==> config.mk <==
export PLATFORM = sky130hd
export DESIGN_NAME = csr_access_unit_flat
export DESIGN_NICKNAME = d
export VERILOG_FILES = /design/src/rtl/csr_access_unit_if.sv /design/src/rtl/csr_access_unit.sv /design/src/flat_wrapper.sv
export SDC_FILE = /design/constraint.sdc
export NUM_CORES = 1
export LEC_CHECK = 0
export CELL_PAD_IN_SITES_DETAIL_PLACEMENT = 0
export CELL_PAD_IN_SITES_GLOBAL_PLACEMENT = 1
export CORE_ASPECT_RATIO = 0.6
export CORE_UTILIZATION = 50
export DETAILED_ROUTE_END_ITERATION = 16
export DONT_BUFFER_PORTS = 1
export HOLD_SLACK_MARGIN = 0.08
export PLACE_DENSITY_LB_ADDON = 0.15
export REMOVE_ABC_BUFFERS = 1
export SYNTH_ARGS = -nofsm -noshare
export SYNTH_HDL_FRONTEND = slang
export SYNTH_SLANG_ARGS = --single-unit
==> constraint.sdc <==
create_clock -name clk_i -period 3.5 [get_ports clk_i]
set_input_delay 0.7 -clock clk_i [delete_from_list [all_inputs] [get_ports clk_i]]
set_output_delay 0.7 -clock clk_i [all_outputs]
set_load 0.02 [all_outputs]
==> src/rtl/csr_access_unit_if.sv <==
// Request, response and CSR-bus signals of the CSR access unit.
// The slave modport is the unit's own view; master is the view of the surrounding logic.
`timescale 1ns/1ps

interface csr_access_unit_if #(
  parameter int unsigned XLEN = 32
);
  logic            req_valid;
  logic            req_ready;
  logic [1:0]      req_op;
  logic [11:0]     req_addr;
  logic [XLEN-1:0] req_operand;
  logic            req_nowrite;
  logic            kill;

  logic            rsp_valid;
  logic            rsp_ready;
  logic [XLEN-1:0] rsp_data;
  logic            rsp_illegal;

  logic            csr_en;
  logic [11:0]     csr_addr;
  logic [XLEN-1:0] csr_set;
  logic [XLEN-1:0] csr_clear;
  logic            csr_ack;
  logic [XLEN-1:0] csr_rdata;

  modport slave (
    input  req_valid, req_op, req_addr, req_operand, req_nowrite, kill,
    input  rsp_ready, csr_ack, csr_rdata,
    output req_ready, rsp_valid, rsp_data, rsp_illegal,
    output csr_en, csr_addr, csr_set, csr_clear
  );

  modport master (
    output req_valid, req_op, req_addr, req_operand, req_nowrite, kill,
    output rsp_ready, csr_ack, csr_rdata,
    input  req_ready, rsp_valid, rsp_data, rsp_illegal,
    input  csr_en, csr_addr, csr_set, csr_clear
  );
endinterface

==> src/rtl/csr_access_unit.sv <==
// CSR bus initiator: runs CSRRW/CSRRS/CSRRC as one set/clear bus access and returns the
// pre-write CSR value, or flags the instruction illegal.
`timescale 1ns/1ps

module csr_access_unit #(
  parameter int unsigned XLEN     = 32,
  parameter bit          RO_CHECK = 1'b1
) (
  input logic              clk_i,
  input logic              rst_i,
  csr_access_unit_if.slave bus
);

  localparam logic [1:0] OpRw = 2'b01;
  localparam logic [1:0] OpRs = 2'b10;
  localparam logic [1:0] OpRc = 2'b11;

  typedef enum logic [1:0] {
    StIdle,
    StAccess,
    StResp
  } state_e;

  state_e          state_q, state_d;
  logic [1:0]      op_q, op_d;
  logic [11:0]     addr_q, addr_d;
  logic [XLEN-1:0] operand_q, operand_d;
  logic            nowrite_q, nowrite_d;
  logic [XLEN-1:0] data_q, data_d;
  logic            illegal_q, illegal_d;

  logic accept;
  logic req_is_write;
  logic req_reject;
  logic access_en;
  logic rsp_valid;

  // Request decode on the raw inputs, so a rejected request never reaches ACCESS.
  always_comb begin
    bus.req_ready = ~bus.kill &
                    ((state_q == StIdle) | ((state_q == StResp) & bus.rsp_ready));
    accept        = bus.req_valid & bus.req_ready;
    req_is_write  = (bus.req_op == OpRw) |
                    (((bus.req_op == OpRs) | (bus.req_op == OpRc)) & ~bus.req_nowrite);
    req_reject    = (bus.req_op == 2'b00) |
                    (RO_CHECK & (bus.req_addr[11:10] == 2'b11) & req_is_write);
  end

  always_comb begin
    state_d   = state_q;
    op_d      = op_q;
    addr_d    = addr_q;
    operand_d = operand_q;
    nowrite_d = nowrite_q;
    data_d    = data_q;
    illegal_d = illegal_q;

    unique case (state_q)
      StIdle: ;
      StAccess: begin
        if (bus.kill) begin
          state_d = StIdle;
        end else begin
          state_d   = StResp;
          data_d    = bus.csr_ack ? bus.csr_rdata : '0;
          illegal_d = ~bus.csr_ack;
        end
      end
      StResp: begin
        if (bus.kill || bus.rsp_ready) begin
          state_d = StIdle;
        end
      end
      default: state_d = StIdle;
    endcase

    // accept can only fire from IDLE or a consumed RESP, and never under kill.
    if (accept) begin
      op_d      = bus.req_op;
      addr_d    = bus.req_addr;
      operand_d = bus.req_operand;
      nowrite_d = bus.req_nowrite;
      if (req_reject) begin
        state_d   = StResp;
        data_d    = '0;
        illegal_d = 1'b1;
      end else begin
        state_d = StAccess;
      end
    end
  end

  always_ff @(posedge clk_i or negedge rst_i) begin
    if (!rst_i) begin
      state_q   <= StIdle;
      op_q      <= 2'b00;
      addr_q    <= 12'h000;
      operand_q <= '0;
      nowrite_q <= 1'b0;
      data_q    <= '0;
      illegal_q <= 1'b0;
    end else begin
      state_q   <= state_d;
      op_q      <= op_d;
      addr_q    <= addr_d;
      operand_q <= operand_d;
      nowrite_q <= nowrite_d;
      data_q    <= data_d;
      illegal_q <= illegal_d;
    end
  end

  // Bus drive: kill masks the enable combinationally so a flushed access never writes.
  always_comb begin
    access_en     = (state_q == StAccess) & ~bus.kill;
    bus.csr_en    = access_en;
    bus.csr_addr  = access_en ? addr_q : 12'h000;
    bus.csr_set   = '0;
    bus.csr_clear = '0;
    if (access_en) begin
      unique case (op_q)
        OpRw: begin
          bus.csr_set   = operand_q;
          bus.csr_clear = ~operand_q;
        end
        OpRs: bus.csr_set   = nowrite_q ? '0 : operand_q;
        OpRc: bus.csr_clear = nowrite_q ? '0 : operand_q;
        default: ;
      endcase
    end
  end

  always_comb begin
    rsp_valid       = (state_q == StResp) & ~bus.kill;
    bus.rsp_valid   = rsp_valid;
    bus.rsp_data    = rsp_valid ? data_q : '0;
    bus.rsp_illegal = rsp_valid & illegal_q;
  end

endmodule

==> src/flat_wrapper.sv <==
// flat-port wrapper written by rule: the top's interface ports become plain ports
module csr_access_unit_flat 
#(
  parameter int unsigned XLEN     = 32,
  parameter bit          RO_CHECK = 1'b1
)
  (clk_i, rst_i, bus_req_valid, bus_req_op, bus_req_addr, bus_req_operand, bus_req_nowrite, bus_kill, bus_rsp_ready, bus_csr_ack, bus_csr_rdata, bus_req_ready, bus_rsp_valid, bus_rsp_data, bus_rsp_illegal, bus_csr_en, bus_csr_addr, bus_csr_set, bus_csr_clear);
  csr_access_unit_if #(.XLEN(XLEN)) bus_i ();
  input logic clk_i;
  input logic rst_i;
  input wire logic [$bits(bus_i.req_valid)-1:0] bus_req_valid;
  input wire logic [$bits(bus_i.req_op)-1:0] bus_req_op;
  input wire logic [$bits(bus_i.req_addr)-1:0] bus_req_addr;
  input wire logic [$bits(bus_i.req_operand)-1:0] bus_req_operand;
  input wire logic [$bits(bus_i.req_nowrite)-1:0] bus_req_nowrite;
  input wire logic [$bits(bus_i.kill)-1:0] bus_kill;
  input wire logic [$bits(bus_i.rsp_ready)-1:0] bus_rsp_ready;
  input wire logic [$bits(bus_i.csr_ack)-1:0] bus_csr_ack;
  input wire logic [$bits(bus_i.csr_rdata)-1:0] bus_csr_rdata;
  output wire logic [$bits(bus_i.req_ready)-1:0] bus_req_ready;
  output wire logic [$bits(bus_i.rsp_valid)-1:0] bus_rsp_valid;
  output wire logic [$bits(bus_i.rsp_data)-1:0] bus_rsp_data;
  output wire logic [$bits(bus_i.rsp_illegal)-1:0] bus_rsp_illegal;
  output wire logic [$bits(bus_i.csr_en)-1:0] bus_csr_en;
  output wire logic [$bits(bus_i.csr_addr)-1:0] bus_csr_addr;
  output wire logic [$bits(bus_i.csr_set)-1:0] bus_csr_set;
  output wire logic [$bits(bus_i.csr_clear)-1:0] bus_csr_clear;
  assign bus_i.req_valid = bus_req_valid;
  assign bus_i.req_op = bus_req_op;
  assign bus_i.req_addr = bus_req_addr;
  assign bus_i.req_operand = bus_req_operand;
  assign bus_i.req_nowrite = bus_req_nowrite;
  assign bus_i.kill = bus_kill;
  assign bus_i.rsp_ready = bus_rsp_ready;
  assign bus_i.csr_ack = bus_csr_ack;
  assign bus_i.csr_rdata = bus_csr_rdata;
  assign bus_req_ready = bus_i.req_ready;
  assign bus_rsp_valid = bus_i.rsp_valid;
  assign bus_rsp_data = bus_i.rsp_data;
  assign bus_rsp_illegal = bus_i.rsp_illegal;
  assign bus_csr_en = bus_i.csr_en;
  assign bus_csr_addr = bus_i.csr_addr;
  assign bus_csr_set = bus_i.csr_set;
  assign bus_csr_clear = bus_i.csr_clear;
  csr_access_unit #(.XLEN(XLEN), .RO_CHECK(RO_CHECK)) u_core (.clk_i(clk_i), .rst_i(rst_i), .bus(bus_i));
endmodule
==> run_results.csv <==
group,metric,value,unit
global_route,antenna_found_initial,0,
setup_path,r2r_end,"u_core.data_q[26]",
clock_network,root_buffer,"clkbuf_16",
placed_design,portBuffers,0,
floorplan,die_area,9140,sq um
detailed_routing,via_per_inst,5.75,
clock_network,clk_latency,0.34,ns
setup_path,cp_max_fo,23,
detailed_routing,finalWirelength,10300,um
logic_synthesis,ys_top_cells_by_count,"dfrtp_1 (82), and2_1 (77), mux2_2 (43)",
global_route,grt_pass1_wl,14900,um
global_route,grt_pass1_vias,2823,
floorplan,ios,197,
sta,setup_ws,0.272,ns
layout,layout.nets,503,
pwr,p_comb_share,16.4,%
clock_network,cts_resized,0,
detailed_routing,route.vias.total,3060,
logic_synthesis,yosys_register_bits,82,
layout,multi_input_area,2160,sq um
logic_synthesis,ys.warnings.count,0,
logic_synthesis,yosysMostFrequentCell,"dfrtp_1",
placed_design,hpwl,6670,um
detailed_routing,postRouteAntennaNets,0,
clock_network,cts_tree,"yes",
job,maxCapViolations,0,
pwr,internal_power,0.00200,W
setup_path,arrival,2.53,ns
setup_path,slowest_stage,"clkinv_1",
detailed_routing,initialDrtViolationCount,154,
setup_path,crit_path_max_incr_delay,0.67,ns
sta,fin_crit_sh,92.2,%
setup_path,rr_worst_depth,5,
clock_network,clk_pin_slew,0.06,ns
setup_path,crit_type,"reg2out",
sta,rsz0062_at_grt,"no",
sta,tightestPinTransition,0.702,ns
layout,design_area,4840,sq um
detailed_routing,drc,0,
sta,fmax,0.310,GHz
logic_synthesis,synthDistinctLibCells,25,
layout,antenna_cells,0,
setup_path,crit_buf_inv,1,
pwr,power_frac_seq,44.8,%
logic_synthesis,yosysTopAreaCell,"dfrtp_1",
pwr,swShare,26.3,%
sta,report.final.slew_viol_count,0,
global_route,grt_max_degree,83,
logic_synthesis,synth_area,4370,sq um
global_route,grt_overflow_total,0,
clock_network,clock-sinks,82,
floorplan,die_h,74.5,um
sta,slew_headroom,52.9,%
pwr,peakVddDrop,318,uV
layout,ff_latch_area,2050,sq um
logic_synthesis,syn_inst,431,
logic_synthesis,async_flop_share,100,%
floorplan,core,8490,sq um
logic_synthesis,synth_edf_count,0,
pwr,power_density,560,nW/um^2
worst_hold_path,hp-class,"in2async",
logic_synthesis,synth_area_leaders,"dfrtp_1 (47%), mux2_2 (11%), and2_1 (11%)",
sta,finalSetupViolations,0,
setup_path,cp_cell_sequence,"or3b_2 > clkinv_1 > and2_1",
pwr,p_clk_share,38.8,%
floorplan,initial_core_util,51.5,%
layout,drive_above_1_share,18.8,%
floorplan,die-width,123,um
sta,hold_violations,0,
sta,skew,0.00839,ns
placed_design,pre_cts_slack,0.494,ns
detailed_routing,drtPass1Iterations,4,
logic_synthesis,synth_top_area_share,46.9,%
setup_path,r2r_start,"u_core.state_q[0]",
pwr,power.switching,0.000713,W
clock_network,htreeDepth,3,
floorplan,num_rows,26,
placed_design,dpl_cell_area,4470,sq um
setup_path,cp-start-kind,"register",
clock_network,clockBufferDepth,2,
layout,syn_to_final_growth,10.7,%
logic_synthesis,avgSynthCellArea,10.1,sq um
logic_synthesis,synth_ff_type,"dfrtp_1",
global_route,grtUsageTotal,22.0,%
setup_path,r2r_setup_slack,1.03,ns
pwr,p_leak,2.20,nW
sta,fin_crit,3.23,ns
detailed_routing,wl_per_cell,19.3,um
setup_path,end_kind,"output pin",
clock_network,cts_buffers,9,
setup_path,cp.required,2.80,ns
run_status,status,"completed",
layout,num-fill-cells,742,
logic_synthesis,ys_seq_area_share,46.9,%
setup_path,crit_family,"simple AND/OR/NAND/NOR gates",
placed_design,globalplace.congestion,0.764,
[final cells by class]
cell class / count / area share [%]
inverter: 5 / 0.388
multi-input combinational: 304 / 44.6
timing repair buffer: 13 / 2.69
clock buffer: 12 / 5.51
sequential: 82 / 42.4
clock inverter: 4 / 1.50
tap: 112 / 2.89
[kinds of logic after synthesis]
kind of cell | share of synthesized area (%)
and+or+nand+nor | 21.9
DFF | 46.9
muxes | 19.7
buffers and inverters | 4.20
AOI/OAI and AO/OA | 6.52
adders and majority gates | 0.858
[worst register-to-register path: cells and delay by family, from the launching register on]
kind | cells | cell delay [ns]
buffers and inverters | 2 | 1.12
DFF | 1 | 0.47
AOI/OAI and AO/OA | 1 | 0.08
and+or+nand+nor | 2 | 0.66
[layer usage]
layer	part of all wire [%]	GRT usage (%)	up-vias
li1	-	-	1426
met1	43	27.9	1488
met2	45	33.0	130
met3	10	10.7	16
met4	1.3	7.18	0
met5	0	0	-
[power groups by stage]
stage	Sequential [W]	Clock [W]	Combinational (W)
after CTS	0.00122	0.00108	0.000450
after detailed placement	0.00123	0	0.000425
final	0.00122	0.00105	0.000446
after global routing	0.00124	0.00111	0.000489
after global placement	0.00123	0	0.000412
after floorplan	0.00120	0	0.000350
[how the worst max path moves through the flow]
| stage | cells past startpoint | startpoint | endpoint | slack, ns |
|---|---|---|---|---|
| final | 3 | u_core.state_q[0] | bus_csr_addr[5] | 0.27 |
| after global routing | 3 | u_core.state_q[0] | bus_csr_addr[8] | 0.11 |
| after CTS | 3 | u_core.state_q[0] | bus_csr_addr[8] | 0.22 |
| after detailed placement | 3 | bus_kill | bus_csr_addr[8] | 0.49 |
| after global placement | 3 | bus_kill | bus_csr_addr[3] | 0.58 |
| after floorplan | 2 | bus_kill | u_core.data_q[0] | -1.85 |
[sequential cells by signal (all words and copies together), names as in the netlist]
signal / count
u_core.addr_q: 12
u_core.data_q: 32
u_core.illegal_q: 1
u_core.nowrite_q: 1
u_core.op_q: 2
u_core.operand_q: 32
u_core.state_q: 2
[metrics by stage]
step / TNS (ns) / util, % / power [W] / instances / hold slack (ns)
floorplan: -161.07 / - / 0.00155 / 391 / 0.404
global placement: 0 / 52.7 / 0.00164 / 515 / 0.406
detailed placement: 0 / 52.7 / 0.00166 / 515 / 0.405
CTS: 0 / 57.0 / 0.00275 / 532 / 0.273
global route: 0 / 57.0 / 0.00284 / 532 / 0.293
finish: 0 / 57.0 / 0.00271 / 532 / 0.259
[layout by cell type, fill, tap and decap left out, types with 2 or more instances in the layout]
cell / count
buf_4: 11
mux2_2: 43
ha_1: 3
mux2_1: 4
and2_1: 77
a22oi_1: 32
clkbuf_8: 3
bufinv_16: 2
mux2i_1: 33
clkbuf_16: 9
inv_1: 4
nand3_1: 32
dfrtp_1: 82
nand2_1: 33
nor2_1: 34
[timing repair]
| item | 4_1_cts | 5_1_grt |
|---|---|---|
| setup buffers | 0 | 0 |
| hold buffers | 1 | 0 |
| setup endpoints to repair | 0 | 0 |
| hold endpoints to repair | 82 | 0 |
Power figures use the tool's default switching activity.
